<file path="config.mk">
export PLATFORM = sky130hd
export DESIGN_NAME = seg_display_arbiter
export DESIGN_NICKNAME = d
export VERILOG_FILES = /design/src/rtl/seg_display_arbiter.sv
export SDC_FILE = /design/constraint.sdc
export NUM_CORES = 1
export LEC_CHECK = 0
export ABC_AREA = 1
export CORE_AREA = 3 3 107 135
export DETAILED_ROUTE_END_ITERATION = 10
export DIE_AREA = 0 0 110 138
export PLACE_DENSITY_LB_ADDON = 0.1
export SKIP_LAST_GASP = 1
export SYNTH_ARGS = -nofsm -noshare
export SYNTH_HDL_FRONTEND = slang
export SYNTH_SLANG_ARGS = --single-unit
</file>
<file path="constraint.sdc">
create_clock -name i_clk -period 3.76 [get_ports i_clk]
set_input_delay 0.752 -clock i_clk [delete_from_list [all_inputs] [get_ports i_clk]]
set_output_delay 0.752 -clock i_clk [all_outputs]
set_load 0.01 [all_outputs]
</file>
<file path="src/rtl/seg_display_arbiter.sv">
// Round-robin arbiter sharing one 8-digit seven-segment display among N_REQ requesters.
// Optional forced rotation after MAX_OWN cycles of ownership: define SEG_ARB_TIMEOUT_EN.
module seg_display_arbiter #(
   parameter int          N_REQ      = 4,
   parameter int          MIN_HOLD   = 25000000,
   parameter int          MAX_OWN    = 200000000,
   parameter logic [31:0] IDLE_VALUE = 32'h0
) (
   input  logic               i_clk,
   input  logic               i_rst_n,
   input  logic [N_REQ-1:0]   i_req,
   input  logic [32*N_REQ-1:0] i_data,
   output logic [N_REQ-1:0]   o_gnt,
   output logic [2:0]         o_owner,
   output logic               o_busy,
   output logic [31:0]        o_disp_value
);

   localparam int CNT_MAX = (MIN_HOLD > MAX_OWN) ? MIN_HOLD : MAX_OWN;
   localparam int CW      = $clog2(CNT_MAX + 1);
   localparam logic [CW-1:0] HOLD_LOAD = CW'(MIN_HOLD - 1);
`ifdef SEG_ARB_TIMEOUT_EN
   localparam logic [CW-1:0] OWN_LIMIT = CW'(MAX_OWN);
`endif

   typedef enum logic [1:0] {S_IDLE, S_HOLD, S_OWN} state_t;

   state_t            r_state;
   logic [N_REQ-1:0]  r_gnt;
   logic [2:0]        r_owner;
   logic              r_busy;
   logic [31:0]       r_disp;
   logic [2:0]        r_ptr;
   logic [CW-1:0]     r_cnt;

   state_t            w_state_next;
   logic [N_REQ-1:0]  w_gnt_next;
   logic [2:0]        w_owner_next;
   logic              w_busy_next;
   logic [31:0]       w_disp_next;
   logic [2:0]        w_ptr_next;
   logic [CW-1:0]     w_cnt_next;

   // Pad request/data to 8 slots so a 3-bit owner index never selects out of range.
   logic [31:0] w_data [0:7];
   logic [7:0]  w_req;

   genvar gi;
   generate
      for (gi = 0; gi < 8; gi++) begin : g_pad
         if (gi < N_REQ) begin : g_live
            assign w_data[gi] = i_data[32*gi +: 32];
            assign w_req[gi]  = i_req[gi];
         end else begin : g_unused
            assign w_data[gi] = '0;
            assign w_req[gi]  = 1'b0;
         end
      end
   endgenerate

   // Returns {valid, index} of the first set bit scanning start, start+1, ... mod N_REQ.
   function automatic logic [3:0] rr_pick(input logic [7:0] cand, input logic [2:0] start);
      logic [3:0] res;
      int         idx;
      res = '0;
      for (int k = 0; k < N_REQ; k++) begin
         idx = int'(start) + k;
         if (idx >= N_REQ) idx = idx - N_REQ;
         if (!res[3] && cand[idx[2:0]]) res = {1'b1, idx[2:0]};
      end
      return res;
   endfunction

   logic [2:0] w_ptr_after;
   logic [7:0] w_rel_cand;
   logic [3:0] w_pick_idle;
   logic [3:0] w_pick_rel;
   logic       w_req_own;
   logic       w_others;

   assign w_ptr_after = (r_owner == 3'(N_REQ - 1)) ? 3'd0 : r_owner + 3'd1;
   assign w_rel_cand  = w_req & ~(8'd1 << r_owner);
   assign w_pick_idle = rr_pick(w_req, r_ptr);
   assign w_pick_rel  = rr_pick(w_rel_cand, w_ptr_after);
   assign w_req_own   = w_req[r_owner];
   assign w_others    = |w_rel_cand;

   logic       w_release;
   logic       w_grant;
   logic [2:0] w_grant_idx;

   always_comb begin
      w_state_next = r_state;
      w_gnt_next   = r_gnt;
      w_owner_next = r_owner;
      w_busy_next  = r_busy;
      w_disp_next  = r_disp;
      w_ptr_next   = r_ptr;
      w_cnt_next   = r_cnt;
      w_release    = 1'b0;
      w_grant      = 1'b0;
      w_grant_idx  = '0;

      case (r_state)
         S_IDLE: begin
            if (w_pick_idle[3]) begin
               w_grant     = 1'b1;
               w_grant_idx = w_pick_idle[2:0];
            end
         end
         S_HOLD: begin
            // A dropped request freezes the display but the grant survives until the hold expires.
            if (w_req_own) w_disp_next = w_data[r_owner];
            if (r_cnt == '0) begin
               if (w_req_own) begin
                  w_state_next = S_OWN;
                  w_cnt_next   = '0;
               end else begin
                  w_release = 1'b1;
               end
            end else begin
               w_cnt_next = r_cnt - CW'(1);
            end
         end
         S_OWN: begin
            if (!w_req_own) begin
               w_release = 1'b1;
            end else begin
               w_disp_next = w_data[r_owner];
`ifdef SEG_ARB_TIMEOUT_EN
               if (r_cnt == OWN_LIMIT) begin
                  if (w_others) w_release = 1'b1;
               end else begin
                  w_cnt_next = r_cnt + CW'(1);
               end
`endif
            end
         end
         default: w_state_next = S_IDLE;
      endcase

      if (w_release) begin
         w_ptr_next = w_ptr_after;
         if (w_pick_rel[3]) begin
            w_grant     = 1'b1;
            w_grant_idx = w_pick_rel[2:0];
         end else begin
            w_state_next = S_IDLE;
            w_gnt_next   = '0;
            w_busy_next  = 1'b0;
            w_disp_next  = IDLE_VALUE;
            w_cnt_next   = '0;
         end
      end

      if (w_grant) begin
         w_state_next = S_HOLD;
         w_gnt_next   = N_REQ'(1) << w_grant_idx;
         w_owner_next = w_grant_idx;
         w_busy_next  = 1'b1;
         w_cnt_next   = HOLD_LOAD;
         w_disp_next  = w_data[w_grant_idx];
      end
   end

   always_ff @(posedge i_clk or negedge i_rst_n) begin
      if (!i_rst_n) begin
         r_state <= S_IDLE;
         r_gnt   <= '0;
         r_owner <= '0;
         r_busy  <= 1'b0;
         r_disp  <= IDLE_VALUE;
         r_ptr   <= '0;
         r_cnt   <= '0;
      end else begin
         r_state <= w_state_next;
         r_gnt   <= w_gnt_next;
         r_owner <= w_owner_next;
         r_busy  <= w_busy_next;
         r_disp  <= w_disp_next;
         r_ptr   <= w_ptr_next;
         r_cnt   <= w_cnt_next;
      end
   end

   assign o_gnt        = r_gnt;
   assign o_owner      = r_owner;
   assign o_busy       = r_busy;
   assign o_disp_value = r_disp;

endmodule

</file>
== After elaboration in Yosys (flattened, before gate mapping) ==
Index checks and enable logic that the tools add are counted.

* Memory bits (writable): 0
* Bits of input ports: 134
* Memories kept: 0
* Register bits after elaboration: 73
* Latch bits: 0
* Word-level logic and storage cells: 145
* Memory bits (read-only): 0

* Order comparisons: 19
* Shift-type cells: 2
* Add/sub/neg operators: 16
* Equal/unequal tests: 4
* Multiply operators: 0
* Multiplexer cells: 75
* Bitwise logic cells: 4
* Div/mod/pow operators: 0
* Reduce and logical (&&, ||, !) cells: 18

{| class="wikitable"
|+ Operator list
! kind !! number
|-
| two-way mux 32 bit || 9
|-
| binary-select mux 32 bit (select 3 bit) || 2
|-
| two-way mux 28 bit || 6
|-
| two-way mux 4 bit || 11
|-
| two-way mux 3 bit || 13
|-
| less-than comparator 3 x 4 -> 1 bit (second input constant) || 9
|-
| logical NOT 28 bit || 1
|-
| subtractor 28 x 1 -> 28 bit (second input constant) || 1
|-
| binary-select mux 1 bit (select 3 bit) || 9
|-
| >= comparator 4 x 3 -> 1 bit (second input constant) || 6
|-
| subtractor 3 bit (second input constant) || 8
|-
| two-way mux 1 bit || 18
|-
| adder 3 x 2 -> 4 bit (second input constant) || 4
|-
| two-way mux 2 bit || 5
|-
| adder 3 x 1 -> 4 bit (second input constant) || 2
|-
| AND 4 x 8 -> 8 bit || 1
|-
| >= comparator 4 bit (second input constant) || 2
|-
| inverter 3 -> 4 bit || 2
|-
| inverter 8 bit || 1
|-
| << shifter 1 x 3 -> 8 bit (first input constant) || 1
|-
| >= comparator 3 bit (second input constant) || 2
|-
| logical AND 1 bit || 6
|-
| logical NOT 1 bit || 6
|-
| case mux 2 bit (2 select lines) || 1
|-
| other kinds (11) || 12
|}

== Depth between registers and ports, before layout ==
Gate-level depths: netlist of run 1.

* Word-level depth: 23
* Gate-level depth with buffers: 24
* Gate-level depth less buffers: 20

== Worst setup path after synthesis of run 1 ==
OpenSTA, ideal clock, no wires.

* Kind: flip-flop to flip-flop
* Start point: register r_owner[0] (netlist: o_owner[0])
* End point: register r_disp[1] (netlist: o_disp_value[1])
* Setup slack: 0.450 ns
* Period minus slack after synthesis: 3.310 ns
* Arrival time: 3.188 ns
* Stages on the path, launching flop included: 24
* Cells stage by stage: dfrtp_1 buf_2 inv_4 clkbuf_1 clkbuf_1 ha_1 nand2_2 ha_1 inv_1 nand3_1 nand2_1 nand2_1 nand4_1 nand2_4 clkinv_4 nand3_2 buf_4 buf_4 nand3_1 nand2_1 nand2_1 nand2_1 nand2_1 nand2_1

* Longest elaborated chain between the ends: 23

{| class="wikitable"
|+ RTL lines
! what !! RTL line !! text
|-
| start: declaration || 30 || <nowiki>logic [2:0] r_owner;</nowiki>
|-
| start signal: assignment || 178 || <nowiki>r_owner <= w_owner_next;</nowiki>
|-
| parallel branches: the longest is 22 deep, another holds adder 3 x 1 -> 4 bit || - ||
|-
| two-way mux 32 bit * || 156 || <nowiki>if (w_grant) begin</nowiki>
|-
| net w_disp_next[1] || 40 || <nowiki>logic [31:0] w_disp_next;</nowiki>
|-
| end signal: assignment || 180 || <nowiki>r_disp <= w_disp_next;</nowiki>
|-
| end: declaration || 32 || <nowiki>logic [31:0] r_disp;</nowiki>
|}

Mark *: on every way through the listed nets, which the timed path passes. The select of a mux whose other input is x is not followed.
A chain may end at the register's enable or synchronous reset.

== Worst setup path after layout of run 1 ==
* Start point: register r_owner[0] (netlist: o_owner[0])
* End point: register r_disp[31] (netlist: o_disp_value[31])

The elaborated chain is that of the path after synthesis.

==> results.py, run 1 <==
metrics = {
    "yosys": {
        "yosysSeqAreaShare": 0.272,
        "netlist_top_cells_count": "396 x nand2_1, 136 x nor2_1, 109 x o21ai_0",
        "synth_cell_types": 42,
        "async_flop_share": 1.00,
        "ys_ff_latch": 73,
        "yosysWarnings": 0,
        "ys.flop_type": "dfrtp_1",
        "synthCells": 1099,
        "ys_top_cells_by_area": "dfrtp_1 27%, nand2_1 22%, o21ai_0 8.1%, nor2_1 7.6%, nand3_1 7.3%",
        "synth_edf_count": 0,
        "netlist_area_sq_um": 6720,
        "synth_top_area_frac": 0.272,
        "synth_top_area_cell": "dfrtp_1",
        "syn_nets": 1245,
        "synth_most_common_cell": "nand2_1",
        "postSynthAreaPerCell_sq_um": 6.11,
    },
    "routing": {
        "firstDrtPassIters": 7,
        "wl_per_cell_um": 16.0,
        "drc": 0,
        "vias_per_cell": 5.73,
        "initialDrtViolationCount": 821,
        "num_vias": 8062,
        "routed_wl_um": 22500,
        "postRouteAntennaNets": 0,
    },
    "clocking": {
        "clock_sinks": 73,
        "tritoncts": "done",
        "path_clk_slew_ps": 60,
        "root_buffer": "clkbuf_16",
        "clock_path_buffers": 2,
        "clock_latency_ps": 340,
        "ctsHoldBuffers": 0,
        "cts_buffers": 9,
        "cts_setup_buffers": 0,
        "htree_levels": 3,
    },
    "final_layout": {
        "nFillCells": 1246,
        "multi_input_area_sq_um": 4310,
        "stdcell_count": 1407,
        "area_growth_pct": 31.0,
        "utilization": 0.666,
        "seq_area_sq_um": 1830,
        "nets": 1376,
        "drive_gt1_frac": 0.0518,
    },
    "pwr": {
        "powerDensity_nw_per_um2": 337,
        "leakage_nw": 3.99,
        "ir_drop_uv": 228,
    },
    "worst_setup_path": {
        "reg2reg_slack_ps": 480,
        "endpoint_kind": "flop",
        "arrival_ps": 3550,
        "worstSetupPathType": "reg2reg",
        "critPathLaunchType": "flop",
        "crit_path_start": "o_owner[0]",
        "crit_required_ps": 4030,
        "r2r-start": "o_owner[0]",
        "cp_max_fo": 67,
    },
    "floorplanning": {
        "pin_count": 174,
        "core_area_sq_um": 13200,
        "die_h_um": 138,
        "start_util": 0.508,
        "die_w_um": 110,
        "die-area_sq_um": 15200,
        "rows": 47,
    },
    "sta": {
        "worst_slack_ps": 481,
        "slew_headroom": 0.335,
        "fin_crit_sh": 0.872,
        "hold_viol_final": 0,
        "worst_pin_slew_ps": 998,
        "hold_slack_ps": 490,
        "setup_viol": 0,
        "finClkSkew_ps": 13.1,
        "fin_setup_tns_ps": 0,
        "maxSlewViolCount": 0,
        "min_period_ps": 3280,
        "rsz0062_at_grt": "false",
        "clock.fmax_ghz": 0.305,
    },
    "placed_design": {
        "io_buffers": 173,
        "gp_congestion": 0.922,
        "pre_cts_ws_ps": 358,
        "placedCellCount": 1390,
        "dpl.hpwl_um": 15100,
    },
    "global_route": {
        "grt_max_degree": 74,
        "grt_overflow_total": 0,
        "grt_pass1_vias": 7628,
        "grt_usage": 0.297,
        "antenna_found_initial": 1,
        "grt_pass1_wl_um": 36700,
    },
    "hold_path": {
        "holdCritStartpoint": "o_busy",
        "worst_hold_path_type": "reg2reg",
    },
    "outcome": {
        "status": "finished, final reports clean",
    },
    "flow_run": {
        "maxCapViolations": 0,
    },
}
==> layout by cell type, fill, tap and decap left out, drive strengths merged <==
cell           Yosys  routed
a211oi             1       1
a21oi             15      15
a2bb2oi            1       1
buf               35      18
bufinv             0       1
clkbuf            35       9
clkdlybuf4s50      0     172
clkinv             3       8
dfrtp             73      73
diode              0       1
ha                12      12
inv               52      53
nand2            402     402
nand3            100     100
nand3b             1       1
nand4             15      15
nor2             142     142
nor3              10      10
nor3b              1       1
nor4               3       3
o211ai            35      35
o21a               3       3
o21ai            113     113
o221ai            32      32
o31ai              3       3
o41ai              1       1
or2                3       3
xnor2              3       3
xor2               5       5
==> kinds of logic after synthesis <==
kind of cell    Yosys count  synth area share
buf+inv                 125            0.0894
compound gates          204             0.191
fa+ha+maj                12            0.0223
flops                    73             0.272
simple gates            677             0.415
xor+xnor                  8            0.0104
==> metal layers <==
layer,vias up,track usage,wire length (um)
met5,-,0,0
met4,0,0.142,963
met3,60,0.0494,1720
met2,386,0.473,10700
met1,3682,0.387,9120
li1,3934,-,-
==> final timing paths <==
path | to | cells past startpoint
max in group asynchronous | o_owner[0] | 1
worst max register to register | o_disp_value[31] | 19
worst min-delay path | o_busy | 2
worst max-delay path | o_disp_value[31] | 19
min in group asynchronous | o_disp_value[28] | 1
worst min register to register | o_busy | 2
==> flip-flops by register name (all words and copies together) (netlist names) <==
register      flops
o_owner           3
r_cnt            28
r_ptr             3
o_busy            1
o_disp_value     32
o_gnt             4
r_state           2
==> power breakdown <==
group          leakage [nW]  switching [mW]  internal (mW)
Clock                 0.150           0.370          0.520
Sequential            0.837           0.129          0.931
Combinational          3.00           0.514          0.505
Total                  3.99            1.01           1.96
==> critical path, stage by stage (launching register included) <==
cell	delay [ps]
dfrtp_2	500
inv_4	140
buf_4	550
nand3_1	230
inv_1	100
nand2_1	50
nand2_1	60
inv_1	50
nand2_1	110
nand4_1	190
nand2_4	150
nand2_2	100
nand2_2	270
buf_12	280
nand2_1	80
nand2_1	60
nand2_1	40
nand2_1	60
nand2_1	40
nand2_1	80
==> metrics by stage <==
stage | instance area (sq um) | power [mW]
after floorplan | 6720 | 1.58
after global placement | 8500 | 2.06
after detailed placement | 8500 | 2.08
after CTS | 8800 | 2.97
after global routing | 8810 | 3.14
final | 8810 | 2.97
==> final cells by class <==
type / count / share of cell area
antenna: 1 / 0.000284
clock buffer: 9 / 0.0256
clock inverter: 7 / 0.00895
inverter: 55 / 0.0243
multi-input combinational: 901 / 0.489
sequential: 73 / 0.208
tap: 171 / 0.0243
timing repair buffer: 190 / 0.220
==> what timing repair did <==
item / CTS / global route
resized for setup: 0 / 1
endpoints found under the setup margin: 0 / 2
hold endpoints to repair: 0 / 0
Power figures use the tool's default switching activity.
==> inputs of run 2 (changes only) <==
--- a/config.mk
+++ b/config.mk
@@ -10,6 +10,7 @@
 export DETAILED_ROUTE_END_ITERATION = 10
 export DIE_AREA = 0 0 110 138
 export PLACE_DENSITY_LB_ADDON = 0.1
+export REMOVE_ABC_BUFFERS = 1
 export SKIP_LAST_GASP = 1
 export SYNTH_ARGS = -nofsm -noshare
 export SYNTH_HDL_FRONTEND = slang
==> results.py, run 2 (synthesized netlist as in run 1, its figures left out) <==
metrics = {
    "floorplanning": {
        "die_h_um": 138,
        "die-area_sq_um": 15200,
        "pin_count": 174,
        "die_w_um": 110,
        "start_util": 0.508,
        "core_area_sq_um": 13200,
        "rows": 47,
    },
    "outcome": {
        "status": "finished, final reports clean",
    },
    "pwr": {
        "ir_drop_uv": 272,
        "p_switching_mw": 0.987,
        "p_clk_frac": 0.323,
        "p_sw_frac": 0.319,
        "intPower_mw": 2.10,
        "p_total_mw": 3.09,
        "powerDensity_nw_per_um2": 349,
        "combPwrFrac": 0.333,
        "pwr-share-seq": 0.344,
        "leakage_nw": 4.02,
    },
    "clocking": {
        "ctsHoldBuffers": 0,
        "cts_buffers": 9,
        "htree_levels": 3,
        "clock_path_buffers": 2,
        "cts.repair.resized": 0,
        "clock_latency_ps": 340,
        "root_buffer": "clkbuf_16",
        "clock_sinks": 73,
        "cts_setup_buffers": 0,
        "path_clk_slew_ps": 60,
        "tritoncts": "done",
    },
    "final_layout": {
        "final_cell_mix": "396 x nand2_1, 172 x clkdlybuf4s50_1, 134 x nor2_1",
        "nets": 1380,
        "final_common_cell": "nand2_1",
        "stdcell_area_sq_um": 8860,
        "drive_gt1_frac": 0.0541,
        "stdcell_count": 1410,
        "largest_reg_flops": 32,
        "nFillCells": 1233,
        "utilization": 0.670,
        "antennaDiodeCount": 0,
        "area_growth_pct": 31.8,
    },
    "sta": {
        "setup_viol": 0,
        "rsz0062_at_grt": "false",
        "finClkSkew_ps": 7.41,
        "clock.fmax_ghz": 0.296,
        "worst_pin_slew_ps": 980,
        "hold_viol_final": 0,
        "maxSlewViolCount": 0,
        "fin_crit_sh": 0.898,
        "slew_headroom": 0.347,
        "min_period_ps": 3380,
        "hold_slack_ps": 497,
    },
    "worst_setup_path": {
        "critPathSlowestCell": "dfrtp_2",
        "crit_top_cell": "nand2_1",
        "cp_top_family": "simple AND/OR/NAND/NOR gates",
        "worstSetupPathType": "reg2reg",
        "arrival_ps": 3650,
        "crit_buf_inv": 5,
        "crit_required_ps": 4040,
        "slowest_delay_ps": 530,
        "cp_max_fo": 35,
        "critPathLaunchType": "flop",
        "worstPathCellList": "inv_4 > buf_4 > nand2_2 > ha_1 > inv_1 > nand3_1 > nand2_1 > nand2_1 > nand4_1 > nand2_4 > clkinv_4 > nand3_2 > buf_4 > nand3_1 > nand2_1 > nand2_1 > nand2_1 > nand2_1 > nand2_1",
        "endpoint_kind": "flop",
    },
    "routing": {
        "initialDrtViolationCount": 631,
        "num_vias": 8186,
        "vias_per_cell": 5.81,
        "firstDrtPassIters": 5,
        "wl_per_cell_um": 16.5,
        "routed_wl_um": 23200,
        "postRouteAntennaNets": 0,
        "drc": 0,
    },
    "global_route": {
        "antenna_found_initial": 0,
        "grt_usage": 0.305,
        "grt_pass1_vias": 7830,
        "grt_max_degree": 74,
        "grt_pass1_wl_um": 37700,
        "grt_overflow_total": 0,
    },
    "flow_run": {
        "maxCapViolations": 0,
    },
    "placed_design": {
        "placedCellCount": 1394,
        "placed_area_sq_um": 8510,
        "dpl.hpwl_um": 15700,
        "io_buffers": 173,
        "gp_congestion": 0.905,
    },
    "hold_path": {
        "worst_hold_path_type": "reg2reg",
    },
}
==> run 2: final timing paths <==
path	slack [ps]	endpoint	cells past startpoint	startpoint
max in group asynchronous	2500	o_owner[0]	1	i_rst_n
max reg2reg	380	o_disp_value[16]	19	o_owner[0]
max	380	o_disp_value[16]	19	o_owner[0]
min reg2reg	500	o_busy	2	o_busy
min in group asynchronous	570	r_cnt[2]	1	i_rst_n
min	500	o_busy	2	o_busy
==> run 2: final cells by class <==
cell class	count	area, sq um	area share
clock buffer	11	243	0.0274
clock inverter	5	103	0.0116
inverter	55	214	0.0242
multi-input combinational	901	4310	0.486
sequential	73	1830	0.206
tap	171	214	0.0242
timing repair buffer	194	1950	0.220
==> run 2: metal layers <==
metal  vias to the layer above  global-route usage  wire length [um]
li1                       3942                   -                 -
met1                      3766               0.384              9080
met2                       426               0.507             11300
met3                        52              0.0620              2170
met4                         0               0.115               639
met5                         -                   0                 0
==> run 2: tightest hold or removal path: cells and delay by family, from the launching register on <==
| family | cells | cell delay [ps] |
|---|---|---|
| DFF | 1 | 350 |
| and+or+nand+nor | 2 | 110 |
==> run 2: power groups by stage <==
stage	logic, mW	registers (mW)	clock network, mW
after floorplan	0.477	1.09	0
after global placement	1.01	1.07	0
after detailed placement	1.02	1.07	0
after CTS	1.02	1.06	1.01
after global routing	1.13	1.08	1.04
final	1.03	1.06	1.00
==> run 2: metrics by stage <==
| step | TNS [ps] | worst slack, ps |
|---|---|---|
| floorplan | -74990 | -1590 |
| global placement | 0 | 292 |
| detailed placement | 0 | 264 |
| CTS | 0 | 437 |
| global route | 0 | 126 |
| finish | 0 | 384 |
